<file path="src/rtl/uart_rx_core_if.sv">
// Configuration, serial line and valid/ready result bundle shared by the UART
// receive core and whatever consumes its frames.
interface uart_rx_core_if #(
  parameter int DATA_BITS = 8,
  parameter int DIV_WIDTH = 16
);
  logic                 serialInput;
  logic [DIV_WIDTH-1:0] baudDiv;
  logic [1:0]           parityMode;
  logic                 stopBits;
  logic [DATA_BITS-1:0] dataOut;
  logic                 parityError;
  logic                 frameError;
  logic                 dataValid;
  logic                 dataReady;
  logic                 overrun;
  logic                 busy;

  modport slave (
    input  serialInput, baudDiv, parityMode, stopBits, dataReady,
    output dataOut, parityError, frameError, dataValid, overrun, busy
  );

  modport master (
    output serialInput, baudDiv, parityMode, stopBits, dataReady,
    input  dataOut, parityError, frameError, dataValid, overrun, busy
  );
endinterface

</file>
<file path="src/rtl/uart_rx_core.sv">
// Oversampled UART receiver: line synchroniser, baud tick generator, framing
// FSM with parity/stop checking, and a small output FIFO with valid/ready.
module uart_rx_core #(
  parameter int DATA_BITS  = 8,
  parameter int OVERSAMPLE = 16,
  parameter int DIV_WIDTH  = 16,
  parameter int FIFO_DEPTH = 4
) (
  input  logic          clock,
  input  logic          rst,
  uart_rx_core_if.slave bus
);
  localparam int SCW = $clog2(OVERSAMPLE);
  localparam int BIW = $clog2(DATA_BITS + 1);
  localparam int PW  = $clog2(FIFO_DEPTH);
  localparam int CW  = PW + 1;
  localparam int EW  = DATA_BITS + 2;

  localparam logic [SCW-1:0] SC_HALF  = SCW'(OVERSAMPLE / 2 - 1);
  localparam logic [SCW-1:0] SC_LAST  = SCW'(OVERSAMPLE - 1);
  localparam logic [BIW-1:0] BI_LAST  = BIW'(DATA_BITS - 1);
  localparam logic [CW-1:0]  CNT_FULL = CW'(FIFO_DEPTH);

  typedef enum logic [2:0] {
    S_IDLE,
    S_START,
    S_DATA,
    S_PARITY,
    S_STOP
  } state_t;

  logic                 r_sync1;
  logic                 r_sync2;
  logic                 w_line;
  logic [DIV_WIDTH-1:0] r_tickCnt;
  logic                 w_tick;

  state_t               r_state;
  logic [SCW-1:0]       r_sc;
  logic [BIW-1:0]       r_bitIdx;
  logic [DATA_BITS-1:0] r_shift;
  logic                 r_parEn;
  logic                 r_parOdd;
  logic                 r_twoStop;
  logic                 r_stopIdx;
  logic                 r_parErr;
  logic                 r_frameErr;
  logic                 r_breakWait;
  logic                 r_push;
  logic [EW-1:0]        r_pushEntry;
  logic                 r_busy;
  logic                 w_midBit;
  logic                 w_stopErr;
  logic                 w_lastStop;

  logic [EW-1:0]        r_mem [FIFO_DEPTH];
  logic [PW-1:0]        r_wrPtr;
  logic [PW-1:0]        r_rdPtr;
  logic [CW-1:0]        r_count;
  logic [EW-1:0]        r_head;
  logic                 r_dataValid;
  logic                 r_overrun;
  logic                 w_pop;
  logic                 w_full;
  logic                 w_write;
  logic [CW-1:0]        w_countNext;
  logic [PW-1:0]        w_rdPtrNext;
  logic [EW-1:0]        w_headNext;

  // Two-flop synchroniser; idles high so reset never looks like a start bit.
  always_ff @(posedge clock) begin
    if (rst) begin
      r_sync1 <= 1'b1;
      r_sync2 <= 1'b1;
    end else begin
      r_sync1 <= bus.serialInput;
      r_sync2 <= r_sync1;
    end
  end

  assign w_line = r_sync2;
  assign w_tick = (r_tickCnt == bus.baudDiv);

  always_ff @(posedge clock) begin
    if (rst) begin
      r_tickCnt <= '0;
    end else if (w_tick) begin
      r_tickCnt <= '0;
    end else begin
      r_tickCnt <= r_tickCnt + DIV_WIDTH'(1);
    end
  end

  assign w_midBit   = (r_sc == SC_LAST);
  assign w_stopErr  = r_frameErr | ~w_line;
  assign w_lastStop = (r_stopIdx == r_twoStop);

  // After a low final stop bit the FSM parks in STOP until the line is seen
  // high again, so a long break yields a single errored frame.
  always_ff @(posedge clock) begin
    if (rst) begin
      r_state     <= S_IDLE;
      r_sc        <= '0;
      r_bitIdx    <= '0;
      r_shift     <= '0;
      r_parEn     <= 1'b0;
      r_parOdd    <= 1'b0;
      r_twoStop   <= 1'b0;
      r_stopIdx   <= 1'b0;
      r_parErr    <= 1'b0;
      r_frameErr  <= 1'b0;
      r_breakWait <= 1'b0;
      r_push      <= 1'b0;
      r_pushEntry <= '0;
      r_busy      <= 1'b0;
    end else begin
      r_push <= 1'b0;
      r_busy <= (r_state != S_IDLE);
      case (r_state)
        S_IDLE: begin
          if (w_tick && !w_line) begin
            r_state     <= S_START;
            r_sc        <= '0;
            r_parEn     <= ^bus.parityMode;
            r_parOdd    <= bus.parityMode[1];
            r_twoStop   <= bus.stopBits;
            r_stopIdx   <= 1'b0;
            r_parErr    <= 1'b0;
            r_frameErr  <= 1'b0;
            r_breakWait <= 1'b0;
          end
        end
        S_START: begin
          if (w_tick) begin
            if (r_sc == SC_HALF) begin
              r_sc     <= '0;
              r_bitIdx <= '0;
              r_state  <= w_line ? S_IDLE : S_DATA;
            end else begin
              r_sc <= r_sc + SCW'(1);
            end
          end
        end
        S_DATA: begin
          if (w_tick) begin
            if (w_midBit) begin
              r_sc     <= '0;
              r_shift  <= {w_line, r_shift[DATA_BITS-1:1]};
              r_bitIdx <= r_bitIdx + BIW'(1);
              if (r_bitIdx == BI_LAST) begin
                r_state <= r_parEn ? S_PARITY : S_STOP;
              end
            end else begin
              r_sc <= r_sc + SCW'(1);
            end
          end
        end
        S_PARITY: begin
          if (w_tick) begin
            if (w_midBit) begin
              r_sc     <= '0;
              r_parErr <= (^r_shift) ^ w_line ^ r_parOdd;
              r_state  <= S_STOP;
            end else begin
              r_sc <= r_sc + SCW'(1);
            end
          end
        end
        S_STOP: begin
          if (w_tick) begin
            if (r_breakWait) begin
              if (w_line) begin
                r_state <= S_IDLE;
              end
            end else if (w_midBit) begin
              r_sc <= '0;
              if (w_lastStop) begin
                r_push      <= 1'b1;
                r_pushEntry <= {w_stopErr, r_parErr, r_shift};
                if (w_stopErr) begin
                  r_breakWait <= 1'b1;
                end else begin
                  r_state <= S_IDLE;
                end
              end else begin
                r_frameErr <= w_stopErr;
                r_stopIdx  <= 1'b1;
              end
            end else begin
              r_sc <= r_sc + SCW'(1);
            end
          end
        end
        default: begin
          r_state <= S_IDLE;
        end
      endcase
    end
  end

  assign w_pop       = r_dataValid & bus.dataReady;
  assign w_full      = (r_count == CNT_FULL);
  assign w_write     = r_push & (~w_full | w_pop);
  assign w_countNext = r_count + CW'(w_write) - CW'(w_pop);
  assign w_rdPtrNext = w_pop ? (r_rdPtr + PW'(1)) : r_rdPtr;
  // A frame landing in an empty (or just-emptied) FIFO bypasses storage.
  assign w_headNext  = ((r_count == CW'(0)) || ((r_count == CW'(1)) && w_pop))
                       ? r_pushEntry : r_mem[w_rdPtrNext];

  always_ff @(posedge clock) begin
    if (w_write) begin
      r_mem[r_wrPtr] <= r_pushEntry;
    end
  end

  always_ff @(posedge clock) begin
    if (rst) begin
      r_wrPtr     <= '0;
      r_rdPtr     <= '0;
      r_count     <= '0;
      r_head      <= '0;
      r_dataValid <= 1'b0;
      r_overrun   <= 1'b0;
    end else begin
      if (w_write) begin
        r_wrPtr <= r_wrPtr + PW'(1);
      end
      r_rdPtr     <= w_rdPtrNext;
      r_count     <= w_countNext;
      r_dataValid <= (w_countNext != CW'(0));
      r_overrun   <= r_push & w_full & ~w_pop;
      if (w_countNext != CW'(0)) begin
        r_head <= w_headNext;
      end
    end
  end

  assign bus.dataOut     = r_head[DATA_BITS-1:0];
  assign bus.parityError = r_head[EW-2];
  assign bus.frameError  = r_head[EW-1];
  assign bus.dataValid   = r_dataValid;
  assign bus.overrun     = r_overrun;
  assign bus.busy        = r_busy;
endmodule

</file>
<file path="src/flat_wrapper.sv">
// flat-port wrapper written by rule: the top's interface ports become plain ports
module uart_rx_core_flat 
#(
  parameter int DATA_BITS  = 8,
  parameter int OVERSAMPLE = 16,
  parameter int DIV_WIDTH  = 16,
  parameter int FIFO_DEPTH = 4
)
  (clock, rst, bus_serialInput, bus_baudDiv, bus_parityMode, bus_stopBits, bus_dataReady, bus_dataOut, bus_parityError, bus_frameError, bus_dataValid, bus_overrun, bus_busy);
  uart_rx_core_if #(.DATA_BITS(DATA_BITS), .DIV_WIDTH(DIV_WIDTH)) bus_i ();
  input  logic clock;
  input  logic rst;
  input wire logic [$bits(bus_i.serialInput)-1:0] bus_serialInput;
  input wire logic [$bits(bus_i.baudDiv)-1:0] bus_baudDiv;
  input wire logic [$bits(bus_i.parityMode)-1:0] bus_parityMode;
  input wire logic [$bits(bus_i.stopBits)-1:0] bus_stopBits;
  input wire logic [$bits(bus_i.dataReady)-1:0] bus_dataReady;
  output wire logic [$bits(bus_i.dataOut)-1:0] bus_dataOut;
  output wire logic [$bits(bus_i.parityError)-1:0] bus_parityError;
  output wire logic [$bits(bus_i.frameError)-1:0] bus_frameError;
  output wire logic [$bits(bus_i.dataValid)-1:0] bus_dataValid;
  output wire logic [$bits(bus_i.overrun)-1:0] bus_overrun;
  output wire logic [$bits(bus_i.busy)-1:0] bus_busy;
  assign bus_i.serialInput = bus_serialInput;
  assign bus_i.baudDiv = bus_baudDiv;
  assign bus_i.parityMode = bus_parityMode;
  assign bus_i.stopBits = bus_stopBits;
  assign bus_i.dataReady = bus_dataReady;
  assign bus_dataOut = bus_i.dataOut;
  assign bus_parityError = bus_i.parityError;
  assign bus_frameError = bus_i.frameError;
  assign bus_dataValid = bus_i.dataValid;
  assign bus_overrun = bus_i.overrun;
  assign bus_busy = bus_i.busy;
  uart_rx_core #(.DATA_BITS(DATA_BITS), .OVERSAMPLE(OVERSAMPLE), .DIV_WIDTH(DIV_WIDTH), .FIFO_DEPTH(FIFO_DEPTH)) u_core (.clock(clock), .rst(rst), .bus(bus_i));
endmodule
</file>
<file path="config.mk">
export PLATFORM = sky130hd
export DESIGN_NAME = uart_rx_core_flat
export DESIGN_NICKNAME = d
export VERILOG_FILES = /design/src/rtl/uart_rx_core_if.sv /design/src/rtl/uart_rx_core.sv /design/src/flat_wrapper.sv
export SDC_FILE = /design/constraint.sdc
export NUM_CORES = 1
export LEC_CHECK = 0
export ABC_CLOCK_PERIOD_IN_PS = 6650
export BUFFER_PORTS_ARGS = -buffer_cell sky130_fd_sc_hd__buf_2
export CAP_MARGIN = 20
export CORE_MARGIN = 2
export CORE_UTILIZATION = 58
export DETAILED_ROUTE_END_ITERATION = 16
export GPL_TIMING_DRIVEN = 0
export PLACE_DENSITY = 0.86
export RECOVER_POWER = 25
export SYNTH_ARGS = -nofsm -noshare
export SYNTH_HDL_FRONTEND = slang
export SYNTH_SLANG_ARGS = --single-unit
</file>
<file path="constraint.sdc">
create_clock -name clock -period 6.65 [get_ports clock]
set_clock_uncertainty 0.2 [all_clocks]
set_input_delay 0.665 -clock clock [delete_from_list [all_inputs] [get_ports clock]]
set_output_delay 0.665 -clock clock [all_outputs]
set_load 0.02 [all_outputs]
</file>
# Word-level counts from Yosys, hierarchy flattened
# Memories as Yosys holds them, arrays and structs flattened.
# Index checks and enable logic that the tools add are counted.
[word_totals] ff_bits=75 memories=1 mem_bits_rw=40 wordCells=155 inputBits=23
[classes] mux=55 n_addsub=7 bitwise_logic=15 n_eq_ne=28 n_reduce_logical=26
[mem_list] name="u_core.r_mem" words=4 width=10 rd=1 rd_ports_with_merged_regs=0 write_ports=1 line="uart_rx_core.sv:56" text="logic [EW-1:0] r_mem [FIFO_DEPTH];"
[op_table] operator="2-to-1 mux 3 bit" count=15
[op_table] operator="2-to-1 mux 4 bit" count=11
[op_table] operator="!= test 2 x 1 -> 1 bit (second input constant)" count=11
[op_table] operator="2-to-1 mux 1 bit" count=19
[op_table] operator="adder 16 x 1 -> 16 bit (second input constant)" count=1
[op_table] operator="equality test 16 bit" count=1
[op_table] operator="case mux 4 bit (4 select lines)" count=1
[op_table] operator="case mux 3 bit (5 select lines)" count=1
[op_table] operator="AND reduction 13 bit" count=1
[op_table] operator="AND reduction 6 bit" count=2
[op_table] operator="2-to-1 mux 10 bit" count=1
[op_table] operator="AND reduction 5 bit" count=2
[op_table] operator="adder 4 x 1 -> 4 bit (second input constant)" count=2
[op_table] operator="equality test 4 x 3 -> 1 bit (second input constant)" count=2
[op_table] operator="case mux 1 bit (2 select lines)" count=4
[op_table] operator="case mux 4 bit (2 select lines)" count=1
[op_table] operator="parity 8 bit" count=1
[op_table] operator="inverter 1 bit" count=7
[op_table] operator="equality test 3 x 1 -> 1 bit (second input constant)" count=2
[op_table] operator="equality test 3 x 2 -> 1 bit (second input constant)" count=2
[op_table] operator="equality test 3 bit (second input constant)" count=2
[op_table] operator="logical NOT 3 bit" count=2
[op_table] operator="!= test 3 x 1 -> 1 bit (second input constant)" count=2
[op_table] operator="!= test 3 x 2 -> 1 bit (second input constant)" count=2
[op_table] operator="22 further kinds" count=36

# Depth between registers and ports, before layout
[depth] word_depth=8 mapped_depth=12 ltp_nobuf=11

# Worst setup path after synthesis
# OpenSTA, ideal clock, no wires.
[synth_timing] kind="input to register" start="in bus_dataReady" end="reg u_core.r_head[0]" cell_stages=11 slack_ns=3.618 t_arrival_ns=2.747 cell_sequence="nand2_1 -> nand4_1 -> and2_1 -> ha_1 -> fa_1 -> xor2_1 -> xnor2_1 -> nor3_1 -> clkbuf_1 -> a21oi_1 -> a211oi_1"
[synth_via] elab_chain_len=6
[synth_lines] item="start: declaration" line="flat_wrapper.sv:17" text="input wire logic [$bits(bus_i.dataReady)-1:0] bus_dataReady;"
[synth_lines] item="AND 1 bit" line="uart_rx_core.sv:201" text="assign w_pop = r_dataValid & bus.dataReady;"
[synth_lines] item="OR 1 bit" line="uart_rx_core.sv:203" text="assign w_write = r_push & (~w_full | w_pop);"
[synth_lines] item="AND 1 bit" line="uart_rx_core.sv:203"
[synth_lines] item="via u_core.w_write" line="uart_rx_core.sv:65" text="logic w_write;"
[synth_lines] item="adder 3 x 1 -> 3 bit" line="uart_rx_core.sv:204" text="assign w_countNext = r_count + CW'(w_write) - CW'(w_pop);"
[synth_lines] item="subtractor 3 x 1 -> 3 bit" line="uart_rx_core.sv:204"
[synth_lines] item="nonzero test 3 bit" line="uart_rx_core.sv:232" text="if (w_countNext != CW'(0)) begin"
[synth_lines] item="end signal: assignment" line="uart_rx_core.sv:233" text="r_head <= w_headNext;"
[synth_lines] item="end: declaration" line="uart_rx_core.sv:60" text="logic [EW-1:0] r_head;"
# The timed path passes the listed nets, and every way through them passes these cells.
# A chain may end at the register's enable or synchronous reset.

# Worst setup path in the final report
[layout_timing] start="reg u_core.r_dataValid (netlist: u_core.bus.dataValid)" end="reg u_core.r_head[1]"
[layout_via] elab_chain_len=6
[layout_lines] item="start: declaration" line="uart_rx_core.sv:61" text="logic r_dataValid;"
[layout_lines] item="start signal: assignment" line="uart_rx_core.sv:230" text="r_dataValid <= (w_countNext != CW'(0));"
[layout_lines] item="AND 1 bit" line="uart_rx_core.sv:201"
[layout_lines] item="OR 1 bit" line="uart_rx_core.sv:203"
[layout_lines] item="AND 1 bit" line="uart_rx_core.sv:203"
[layout_lines] item="via u_core.w_write" line="uart_rx_core.sv:65"
[layout_lines] item="adder 3 x 1 -> 3 bit" line="uart_rx_core.sv:204"
[layout_lines] item="subtractor 3 x 1 -> 3 bit" line="uart_rx_core.sv:204"
[layout_lines] item="nonzero test 3 bit" line="uart_rx_core.sv:232"
# The timed path passes the listed nets, and every way through them passes these cells.

==> flow_metrics.py <==
metrics = {
    "run_status": {
        "status": "finished, final reports clean",
    },
    "sta": {
        "slew_viol_final": 0,
        "rsz0062_at_grt": "false",
        "min_period_over_period_pct": 51.2,
        "fmaxAchievable_ghz": 0.294,
        "setup_viol": 0,
        "period_needed_ps": 3410,
        "relSlewSlack_pct": 39.0,
        "setup_tns_ps": 0,
        "tightest_slew_ps": 913,
        "finalHoldViolCount": 0,
    },
    "floorplan": {
        "ios": 36,
        "rows": 34,
        "core_area_mm2": 0.00881,
        "initial_core_util_pct": 60.2,
        "die_y_um": 99.6,
        "die_width_um": 99.6,
        "die_area_mm2": 0.00991,
    },
    "cts": {
        "post_cts_buffers": 0,
        "cts_hold_buf": 0,
        "cts_sinks": 115,
        "cts_buffer_depth": 2,
        "clkSlewWorstSetupHoldPaths_ps": 60,
        "clockRootBuffer": "clkbuf_8",
        "cts_buffers": 17,
        "htreeDepth": 4,
        "cts_resized": 0,
        "worstSkewPairLatency_ps": 530,
        "tritoncts": "done",
    },
    "critical_path": {
        "crit_fanout": 10,
        "critPathCaptureType": "register",
        "arrival_ps": 3650,
        "critPathKind": "register to register",
        "critPathLaunchType": "register",
        "required_ps": 6890,
    },
    "detailed_routing": {
        "num_vias": 4431,
        "drcViolationCount": 0,
        "drt_first_pass_iters": 5,
        "wl_per_cell_um": 18.3,
        "routed_via_density": 6.26,
        "ant_nets": 0,
        "postRouteWirelength_um": 12900,
        "drtIter0Drc": 313,
    },
    "logic_synthesis": {
        "syn_avg_cell_area_um2": 9.94,
        "yosysWarnings": 0,
        "synth-seq-cells": 115,
        "synthCells": 533,
        "async_flop_share_pct": 0,
        "synth_edf_count": 40,
        "ys.flop_type": "dfxtp_1",
        "synth_area_mm2": 0.00530,
        "yosysSeqAreaShare_pct": 51.0,
        "synth_fp_nets": 566,
        "ys_types": 51,
    },
    "placement": {
        "dp_hpwl_um": 8550,
        "place_congestion": 0.921,
        "port_buffers": 35,
        "dp.cells": 676,
    },
    "final_layout": {
        "n_fill_cell": 634,
        "drive_above_1_share_pct": 14.5,
        "regArea_mm2": 0.00270,
        "multiInputGateArea_mm2": 0.00240,
        "antenna_cells": 0,
        "final_cell_mix": "dfxtp_1, a21oi_1, nor2_1",
        "layout_commonest_cell": "dfxtp_1",
        "post-route-util_pct": 70.2,
        "layout.cells.non_filler": 708,
        "final_net_count": 620,
        "syn_to_final_growth_pct": 16.8,
    },
    "pwr": {
        "irDropWorstVdd_mv": 0.218,
        "power_density_mw_per_mm2": 343,
        "p_leak_nw": 2.33,
    },
    "grt": {
        "grt_pass1_wl_um": 21100,
        "overflow": 0,
        "grt_start_max_net_pins": 17,
        "antenna_found_initial": 0,
        "grtUsageMet2_pct": 48.4,
        "grt.met3_usage_pct": 6.96,
        "grt_pass1_vias": 4450,
        "grt_busiest_layer": "met2",
        "met1_usage_pct": 31.0,
        "grt_use_total_pct": 27.4,
    },
    "min_path": {
        "hold_class": "input port to register",
    },
    "job": {
        "drv_cap": 0,
    },
}
[worst max-delay path: stages, from the launching register on]
cell,delay [ps]
dfxtp_1,340
nand2_1,150
nand4_1,240
and2_1,290
ha_1,220
fa_1,390
xor2_1,240
xnor2_1,160
nor3_1,230
clkbuf_1,450
a21oi_1,140
a211oi_1,270
[layout make-up]
type,instances,area share [%]
buffer,36,2.29
clock buffer,22,7.16
clock inverter,10,2.18
inverter,14,0.850
multi-input combinational,368,38.8
sequential,115,43.7
tap,108,2.18
timing repair buffer,35,2.83
[synth_stat cells (6+ instances only)]
master	n	share of area, %
a21oi_1	63	6.0
xnor2_1	18	3.0
clkbuf_1	28	2.0
nand4_1	6	0.71
dfxtp_1	75	28
and3_1	7	0.83
mux2_2	10	2.1
xor2_1	28	4.6
o211ai_1	12	1.7
nor3_1	12	1.1
mux2i_1	13	2.5
o21ai_0	25	2.4
a211oi_1	13	1.8
inv_1	14	0.99
nand3_1	31	2.9
nand2_1	18	1.3
ha_1	9	2.1
nor2_1	43	3.0
edfxtp_1	40	23
a31oi_1	8	0.94
[metrics by stage]
stage	cell area [um2]	hold slack (ps)	power (mW)	setup slack [ps]
final	6190	121	2.12	3240
after global placement	5610	193	1.20	3110
after CTS	6190	115	2.12	3270
after floorplan	5300	189	1.10	3620
after detailed placement	5610	194	1.23	2970
after global routing	6190	107	2.21	2940
[report_power, final]
group	switching [mW]	internal [mW]
Combinational	0.296	0.156
Clock	0.312	0.578
Sequential	0.0211	0.758
[metal layers]
metal,wire (um),vias up
met2,6570,236
li1,-,2042
met1,5070,2111
met3,977,42
met5,0,-
met4,313,0
[registers in the layout, indices dropped and copies added, names as in the netlist, 4 cells and up]
| register | flops |
|---|---|
| u_core.r_head | 10 |
| u_core.r_sc | 4 |
| u_core.r_pushEntry | 10 |
| u_core.r_shift | 8 |
| u_core.r_bitIdx | 4 |
| u_core.r_mem | 40 |
| u_core.r_tickCnt | 16 |
[final timing paths]
kind | startpoint | end | slack [ps] | cells past startpoint
max reg2reg | u_core.bus.dataValid | u_core.r_head[1] | 3240 | 11
min | bus_serialInput | u_core.r_sync1 | 120 | 2
max | u_core.bus.dataValid | u_core.r_head[1] | 3240 | 11
min reg2reg | u_core.r_sync1 | u_core.r_sync2 | 210 | 1
[cells by family after synthesis]
family / share of synthesized area [%]
XOR/XNOR: 8.03
flip-flops: 51.0
AND/OR/NAND/NOR: 15.2
multiplexers: 4.58
adder cells (fa/ha/maj): 2.50
buffers and inverters: 3.66
AO/OA/AOI/OAI: 15.0
(Power assumes the default switching activity.)
